--- config.mk ---
export PLATFORM = sky130hd
export DESIGN_NAME = div_iter
export DESIGN_NICKNAME = d
export VERILOG_FILES = /design/src/rtl/div_iter.sv
export SDC_FILE = /design/constraint.sdc
export NUM_CORES = 1
export LEC_CHECK = 0
export ABC_AREA = 1
export CORE_UTILIZATION = 35
export DETAILED_ROUTE_END_ITERATION = 12
export PLACE_DENSITY = 0.57
export SYNTH_ARGS = -nofsm -noshare
export SYNTH_HDL_FRONTEND = slang
export SYNTH_SLANG_ARGS = --single-unit
export TNS_END_PERCENT = 1
--- constraint.sdc ---
create_clock -name i_clk -period 2.8 [get_ports i_clk]
set_input_delay 0.56 -clock i_clk [delete_from_list [all_inputs] [get_ports i_clk]]
set_output_delay 0.56 -clock i_clk [all_outputs]
set_load 0.1 [all_outputs]
--- src/rtl/div_iter.sv ---
// div_iter: iterative restoring radix-2 divider with valid/ready handshakes.
// One quotient bit per BUSY cycle, MSB first. Latency is a_bits cycles for
// every operand pair, including divide-by-zero.
// Optional feature: define DIV_ITER_SIGNED_EN to add the i_signed input for
// two's-complement operation. Without it the block is unsigned only.
//
// state  | meaning
// IDLE   | waiting for a request, o_ready high
// BUSY   | resolving quotient bits, a_bits cycles
// DONE   | result held on outputs until i_ready
module div_iter #(
  parameter int a_bits = 32,
  parameter int b_bits = 32
) (
  input  logic              i_clk,
  input  logic              i_rst_n,
  input  logic              i_valid,
  output logic              o_ready,
  input  logic [a_bits-1:0] i_a,
  input  logic [b_bits-1:0] i_b,
`ifdef DIV_ITER_SIGNED_EN
  input  logic              i_signed,
`endif
  output logic              o_valid,
  input  logic              i_ready,
  output logic [a_bits-1:0] o_q,
  output logic [b_bits-1:0] o_r,
  output logic              o_dbz
);

  localparam int CW = $clog2(a_bits);
  localparam logic [CW-1:0] CNT_LAST = CW'(a_bits - 1);

  localparam logic [1:0] S_IDLE = 2'd0;
  localparam logic [1:0] S_BUSY = 2'd1;
  localparam logic [1:0] S_DONE = 2'd2;

  logic [1:0]        r_state;
  logic [CW-1:0]     r_cnt;
  logic [a_bits-1:0] r_q;     // dividend shifting out, quotient shifting in
  logic [b_bits-1:0] r_rem;   // partial remainder, always < divisor
  logic [b_bits-1:0] r_b;     // divisor magnitude
  logic [b_bits-1:0] r_a_lo;  // raw dividend low bits for divide-by-zero
  logic              r_dbz;

  logic              w_accept;
  logic              w_last;
  logic [b_bits:0]   w_shift;
  logic              w_ge;
  logic [b_bits-1:0] w_diff;
  logic [a_bits-1:0] w_q_nxt;
  logic [b_bits-1:0] w_rem_nxt;
  logic [a_bits-1:0] w_a_mag;
  logic [b_bits-1:0] w_b_mag;
  logic [a_bits-1:0] w_q_fin;
  logic [b_bits-1:0] w_r_fin;

  assign w_accept = i_valid && (r_state == S_IDLE);
  assign w_last   = (r_state == S_BUSY) && (r_cnt == '0);

  // One restoring step: shift in next dividend bit, subtract if it fits.
  assign w_shift   = {r_rem, r_q[a_bits-1]};
  assign w_ge      = (w_shift >= {1'b0, r_b});
  assign w_diff    = w_shift[b_bits-1:0] - r_b;
  assign w_rem_nxt = w_ge ? w_diff : w_shift[b_bits-1:0];
  assign w_q_nxt   = {r_q[a_bits-2:0], w_ge};

`ifdef DIV_ITER_SIGNED_EN
  logic r_neg_q;
  logic r_neg_r;

  // Divide magnitudes; the most-negative dividend negates to itself, which is
  // still the correct unsigned magnitude, so most-negative / -1 falls out.
  assign w_a_mag = (i_signed && i_a[a_bits-1]) ? -i_a : i_a;
  assign w_b_mag = (i_signed && i_b[b_bits-1]) ? -i_b : i_b;
  assign w_q_fin = r_neg_q ? -w_q_nxt : w_q_nxt;
  assign w_r_fin = r_neg_r ? -w_rem_nxt : w_rem_nxt;

  // Result signs: quotient negative on sign mismatch, remainder follows dividend.
  always_ff @(posedge i_clk or negedge i_rst_n) begin
    if (!i_rst_n) begin
      r_neg_q <= 1'b0;
      r_neg_r <= 1'b0;
    end else if (w_accept) begin
      r_neg_q <= i_signed && (i_a[a_bits-1] ^ i_b[b_bits-1]);
      r_neg_r <= i_signed && i_a[a_bits-1];
    end
  end
`else
  assign w_a_mag = i_a;
  assign w_b_mag = i_b;
  assign w_q_fin = w_q_nxt;
  assign w_r_fin = w_rem_nxt;
`endif

  // Control: state and down-counter of remaining BUSY cycles.
  always_ff @(posedge i_clk or negedge i_rst_n) begin
    if (!i_rst_n) begin
      r_state <= S_IDLE;
      r_cnt   <= '0;
    end else begin
      case (r_state)
        S_IDLE: begin
          if (w_accept) begin
            r_state <= S_BUSY;
            r_cnt   <= CNT_LAST;
          end
        end
        S_BUSY: begin
          if (r_cnt == '0) r_state <= S_DONE;
          else             r_cnt   <= r_cnt - 1'b1;
        end
        S_DONE: begin
          if (i_ready) r_state <= S_IDLE;
        end
        default: r_state <= S_IDLE;
      endcase
    end
  end

  // Datapath: capture operands, iterate, and fix up the result on the last step.
  always_ff @(posedge i_clk or negedge i_rst_n) begin
    if (!i_rst_n) begin
      r_q    <= '0;
      r_rem  <= '0;
      r_b    <= '0;
      r_a_lo <= '0;
      r_dbz  <= 1'b0;
    end else if (w_accept) begin
      r_q    <= w_a_mag;
      r_rem  <= '0;
      r_b    <= w_b_mag;
      r_a_lo <= i_a[b_bits-1:0];
      r_dbz  <= (i_b == '0);
    end else if (w_last) begin
      r_q   <= r_dbz ? '1     : w_q_fin;
      r_rem <= r_dbz ? r_a_lo : w_r_fin;
    end else if (r_state == S_BUSY) begin
      r_q   <= w_q_nxt;
      r_rem <= w_rem_nxt;
    end
  end

  assign o_ready = (r_state == S_IDLE);
  assign o_valid = (r_state == S_DONE);
  assign o_q     = o_valid ? r_q   : '0;
  assign o_r     = o_valid ? r_rem : '0;
  assign o_dbz   = o_valid && r_dbz;

endmodule

==> impl_results.md, run 1 <==
* Psw at just over 9 mW
* Fillers at around 2.5k
* WP data arrival at roughly 1900 ps
* Total CTS buffers at 17
* Syn Std Cell Area at 9210 µm²
* Status: finished, final reports clean
* Nets@finish at 1,633
* Gpl congestion at approximately 0.97
* Worst Path Required at 2240 ps
* TNS Setup at 0 ps
* Setup bufs post-CTS at 0
* Pint at between 7 and 8 mW
* Clock latency on the worst-skew pair at approximately 440 ps
* R2R depth at 13
* CP max stage cell: buf_4
* Endpoints failing hold at 0
* Vias at roughly 9.0k
* Gate Count Post-Synth at about 1.4k
* First-pass GRT wire length at just under 50 mm
* Worst setup EP type: primary output
* Worst setup endpoint: o_q[31]
* Initial DRC Count at 680
* Final Max Slew Viols at 0
* RSZ-0062 raised after global routing: no
* CTS tree: built
* Grt ovf at 0
* CP delay by family, top: buffers and inverters
* Die W at between 150 and 200 µm
* Worst slew margin at 0.604
* Total track usage at 0.241
* Ys async rst share at 1.00
* Final Power at about 17 mW
* Power Density at about 1400 nW/µm²
* Hold Crit Class: input port to asynchronous set/reset pin
* Seq cells post-synth at between 100 and 150
* H-tree depth at 4
* Yosys cell types at 39
* Least-Margin Pin Slew at around 590 ps
* Syn_area_per_cell at 6.55 µm²
* Worst reg2reg path endpoint: r_rem[0]
* Crit-path max cell delay at between 400 and 500 ps
* Seq pwr share at 0.198
* Crit path from: r_state[1]
* Worst-path clk slew at ~70 ps
* Sequential cell area at about 3400 µm²
* CTS Hold Bufs at 0
* Syn nets at roughly 1.5k
* Die Ht at ~160 µm
* Largest net degree at the start of global routing at 64
* Clock net sink count at around 140
* Stages on the worst setup path at 6
* Register area share after synthesis at 0.370
* R2R Setup Slk at 360 ps
* Max_cap viols at 0
* Multi-input logic area at ~5000 µm²
* Detailed placement HPWL at roughly 24 mm
* Dpl cell area at around 12,000 µm²
* CTS resizes at 0
* Antenna Cells at 0
* Max Clock Skew at ~11 ps
* CP Class: flip-flop to primary output
* Row Count at between 50 and 60
* Clock buffer depth at 2
* Max VDD drop at between 0.0008 and 0.0009 V
* Comb pwr share at 0.653
* Clock share of power at 0.150
* Routed WL at 30.5 mm
* Initial antenna violation count at 0
* Top FF cell, synth: dfrtp_1
* Worst path bufs/invs at 4
* IO Pins at about 140
* Die ar. at between 20,000 and 30,000 µm²
* Layout cells sized above 1 at 0.142
* First-pass DRT Iterations at 5
* Maximum fanout along the worst path at 24
* Most used cell, CP: buf_4
* Area Overhead vs Synth at 32.7%
* Final setup violation count at 0
* Detailed-route vias per instance at approximately 4.8
* Critical path cell sequence: inv_1 -> nor2_4 -> inv_4 -> buf_4 -> nor2_2 -> buf_4
* # port buffers at about 130
* Post-route clock period utilization at 0.874
* Max Clk Rate at roughly 0.41 GHz
* Final design utilization at 0.480
* Worst r2r src: r_rem[10]
* Number of synthesized flops with an enable pin at 0
* LEAKAGE at 6.23 nW
* DRC Markers at 0
* Switching share of power at 0.545
* Design area at 12,200 µm²
* Initial Utilization at 0.361
* WL/cell at about 16 µm
* Post-route ant nets at 0
* Vias in the first global route at between 8k and 9k
* Total number of yosys warnings at 0
* Fin crit period at 2450 ps
* Placeable Area at between 20,000 and 30,000 µm²
* CP Launch Type: flip-flop
* Root buffer cell: clkbuf_16
-- cells by family (layout without fill, tap and decap cells) --
logic type	after synthesis	in the layout	synth area share
simple gates	697	697	0.315
compound gates	212	212	0.121
buf+inv	313	451	0.134
xor+xnor	14	14	0.0133
fa+ha+maj	34	34	0.0470
flops	136	136	0.370
-- synthesized netlist by cell type (3+ instances only) --
| master | number | share of area |
|---|---|---|
| clkbuf_1 | 27 | 0.011 |
| nor3_1 | 10 | 0.0054 |
| xnor2_1 | 6 | 0.0057 |
| xor2_1 | 8 | 0.0076 |
| inv_2 | 7 | 0.0029 |
| o21ai_0 | 112 | 0.061 |
| nand2_1 | 445 | 0.18 |
| o21ai_1 | 31 | 0.017 |
| nor2_1 | 113 | 0.046 |
| nor4_1 | 7 | 0.0048 |
| inv_1 | 254 | 0.10 |
| buf_2 | 12 | 0.0065 |
| a22oi_1 | 8 | 0.0065 |
| buf_1 | 6 | 0.0024 |
| nor2_2 | 4 | 0.0027 |
| nand2_2 | 4 | 0.0027 |
| nand4_1 | 10 | 0.0068 |
| dfrtp_1 | 136 | 0.37 |
| a21oi_1 | 48 | 0.026 |
| buf_6 | 4 | 0.0049 |
| buf_4 | 3 | 0.0024 |
| nor2_4 | 3 | 0.0037 |
| ha_1 | 33 | 0.045 |
| o21bai_1 | 5 | 0.0041 |
| nand3_1 | 92 | 0.050 |
-- power by group through the flow --
stage / clock network (mW) / registers, mW / logic (mW)
floorplan: 0 / 3.19 / 8.08
global placement: 0 / 3.35 / 11.0
detailed placement: 0 / 3.37 / 11.0
CTS: 2.57 / 3.34 / 11.0
global route: 2.65 / 3.44 / 12.3
finish: 2.53 / 3.34 / 11.0
-- registers in the layout (all words and copies together) (netlist names) --
register / flops
r_a_lo: 32
r_b: 32
r_q: 32
r_rem: 32
r_cnt: 5
r_state: 2
r_dbz: 1
-- cell type report --
type,count,area share
multi-input cells,957,0.405
well taps,330,0.0338
repair buffers,158,0.150
inverters,261,0.0804
clock buffers,17,0.0348
flip-flops and latches,136,0.278
clock inverters,15,0.0178
-- metal layers --
| metal | GRT usage | up-vias | part of all wire |
|---|---|---|---|
| met1 | 0.357 | 4147 | 0.49 |
| li1 | - | 4606 | - |
| met2 | 0.360 | 252 | 0.44 |
| met5 | 0 | - | 0 |
| met3 | 0.0402 | 29 | 0.055 |
| met4 | 0.0644 | 0 | 0.016 |
-- worst min path at each step --
| stage | start | to | slack (ps) | cells past startpoint |
|---|---|---|---|---|
| floorplan | i_rst_n | r_a_lo[0] | 260 | 0 |
| global placement | r_a_lo[0] | r_a_lo[0] | 470 | 2 |
| detailed placement | r_a_lo[0] | r_a_lo[0] | 470 | 2 |
| CTS | i_rst_n | r_rem[8] | 50 | 1 |
| global route | i_rst_n | r_rem[8] | 60 | 1 |
| finish | i_rst_n | r_b[7] | 30 | 1 |
-- per-stage QoR --
stage          setup WS [ps]  instances  hold slack [ps]
2_1_floorplan           -160       1406              264
3_3_place_gp             315       1842              467
3_5_place_dp             392       1842              475
4_1_cts                  315       1874             47.3
5_1_grt                 81.2       1874             64.7
6_report                 354       1874             31.5
-- cell usage in the layout (no fill, tap or decap), types with 6 or more instances in the layout --
master | Yosys | final
dfrtp_1 | 136 | 136
buf_12 | 0 | 38
clkdlybuf4s50_1 | 0 | 66
xor2_1 | 8 | 8
nand2_1 | 445 | 444
ha_1 | 33 | 33
nor2_4 | 3 | 44
buf_4 | 3 | 53
nand4_1 | 10 | 10
a21oi_1 | 48 | 48
inv_2 | 7 | 7
inv_1 | 254 | 253
o21ai_0 | 112 | 112
nand3_1 | 92 | 92
nor2_2 | 4 | 30
clkbuf_16 | 0 | 17
nor2_1 | 113 | 46
inv_8 | 0 | 6
nor3_1 | 10 | 10
a22oi_1 | 8 | 8
o21ai_1 | 31 | 31
xnor2_1 | 6 | 6
nor4_1 | 7 | 7
No activity file was read; power rests on OpenSTA's default activity.
==> run 2, diff against run 1 <==
Settings changed: PLACE_DENSITY 0.57 to 0.59, SLEW_MARGIN from default to 5.
Clock period 2.8 ns to 2.25 ns, I/O delays scaled along.
==> impl_results.md, run 2 (same netlist as run 1, synthesis figures left out) <==
* Placement Setup Slack at -206 ps
* Placed insts at a little under 2k
* Worst Path Required at ~2600 ps
* Detailed-route vias per instance at roughly 4.8
* # port buffers at around 130
* DRC Markers at 0
* Clock buffer depth at 2
* WP data arrival at between 2000 and 3000 ps
* Dpl cell area at ~13,000 µm²
* CP Launch Type: flip-flop
* LEAKAGE at about 6.9 nW
* Die W at about 160 µm
* Endpoints failing hold at 0
* Status: finished, final reports clean
* RSZ-0062 raised after global routing: yes
* Routed WL at ~32 mm
* First-pass GRT wire length at approximately 51 mm
* H-tree depth at 4
* Layout cells sized above 1 at 0.263
* Final setup violation count at 0
* Design area at about 14,000 µm²
* Max Clk Rate at 0.446 GHz
* Vias in the first global route at between 9k and 10k
* Antenna Cells at 0
* CTS tree: built
* IO Pins at 135
* Max_cap viols at 0
* Final worst slack at around 10 ps
* Initial Utilization at 0.361
* Hold Crit Class: flip-flop to flip-flop
* CP Class: flip-flop to flip-flop
* Grt ovf at 0
* Final Max Slew Viols at 0
* Final std cells w/o fill at approximately 2.0k
* Detailed placement HPWL at between 20 and 25 mm
* Nets@finish at ~1.7k
* Max VDD drop at ~0.00073 V
* Worst-path clk slew at roughly 70 ps
* Clock latency on the worst-skew pair at ~430 ps
* Area Overhead vs Synth at 55.6%
* Total track usage at 0.249
* First-pass DRT Iterations at 5
* Total CTS buffers at 17
* Largest net degree at the start of global routing at 64
* Worst setup EP type: flip-flop
* Clock net sink count at about 140
* Row Count at 58
* Placeable Area at approximately 25,000 µm²
* Die ar. at 27,000 µm²
* Most common cell after layout, fill and taps aside: nand2_1
* Gpl congestion at between 0.9 and 1
* Post-route clock period utilization at 0.996
* Power Density at approximately 1800 nW/µm²
* Commonest non-fill, non-tap cells in the layout: nand2_1, inv_1, dfrtp_1
* Max Clock Skew at 19.0 ps
* Root buffer cell: clkbuf_16
* Fin crit period at 2240 ps
* Post-route ant nets at 0
* Worst slew margin at 0.675
* Maximum fanout along the worst path at 8
* WL/cell at around 16 µm
* Initial DRC Count at approximately 640
* Initial antenna violation count at 0
* Die Ht at 164 µm
* Vias at between 9k and 10k
* Least-Margin Pin Slew at approximately 500 ps
-- run 2: changes by cell type in the layout (fill, tap and decap cells not counted), sizes merged --
| cell | delta |
|---|---|
| nand2 | +2 |
| dlygate4sd3 | +1 |
| clkinvlp | +3 |
| buf | +112 |
| inv | -3 |
| clkinv | -1 |
| clkbuf | +1 |
-- run 2: worst max-delay path, cell delays in order, from the launching register on --
cell     delay [ps]
dfrtp_1         360
inv_1           110
ha_4            230
nand2_2         100
inv_1            60
a21oi_2         190
nand3_2         170
nand2_4         110
nand2_4          80
nand2_8         130
nand2_8         120
buf_8           160
nand2_1          70
nand3_1          80
nand2_1          90
nand2_1          50
-- run 2: layer usage --
| layer | routed length (µm) | GRT usage | vias to the layer above |
|---|---|---|---|
| met5 | 0 | 0 | - |
| met4 | 596 | 0.0652 | 0 |
| met3 | 1610 | 0.0311 | 29 |
| met2 | 14500 | 0.388 | 221 |
| met1 | 15700 | 0.360 | 4466 |
| li1 | - | - | 4846 |
-- run 2: through the flow --
step / total power [mW] / util / setup TNS (ps) / hold WS [ps]
after floorplan: 14.2 / - / -10460 / 154
after global placement: 19.8 / 0.504 / -4970 / 410
after detailed placement: 19.9 / 0.504 / -4210 / 411
after CTS: 24.4 / 0.551 / -24.9 / 491
after global routing: 27.3 / 0.562 / -3400 / 508
final: 25.4 / 0.562 / 0 / 488
-- run 2: area by class of cell --
type	count	area [µm²]
fill	2406	11100
sequential	136	3420
inverter	261	987
timing repair buffer	272	3230
tap	330	413
clock inverter	14	184
multi-input combinational	959	5670
clock buffer	17	425
-- run 2: what timing repair did --
action	in CTS	in global routing
pin swaps	16	34
hold buffers	1	0
setup endpoints to repair	73	68
setup buffers	11	9
hold endpoints to repair	37	0
gates resized for setup	74	64
gates cloned	1	2
-- run 2: path summary, 6_finish.rpt --
kind | start | end | slack, ps | cells past startpoint
min in group asynchronous | i_rst_n | r_rem[7] | 520 | 2
max in group asynchronous | i_rst_n | r_q[22] | 1030 | 3
worst min-delay path | r_b[7] | r_b[7] | 490 | 2
worst min register to register | r_b[7] | r_b[7] | 490 | 2
worst max register to register | r_b[8] | r_rem[15] | 10 | 15
worst max-delay path | r_b[8] | r_rem[15] | 10 | 15
-- run 2: report_power, final --
part	internal (mW)	switching [mW]
sequential	3.56	0.647
clock	1.77	1.22
combinational	7.23	10.9
total	12.6	12.8
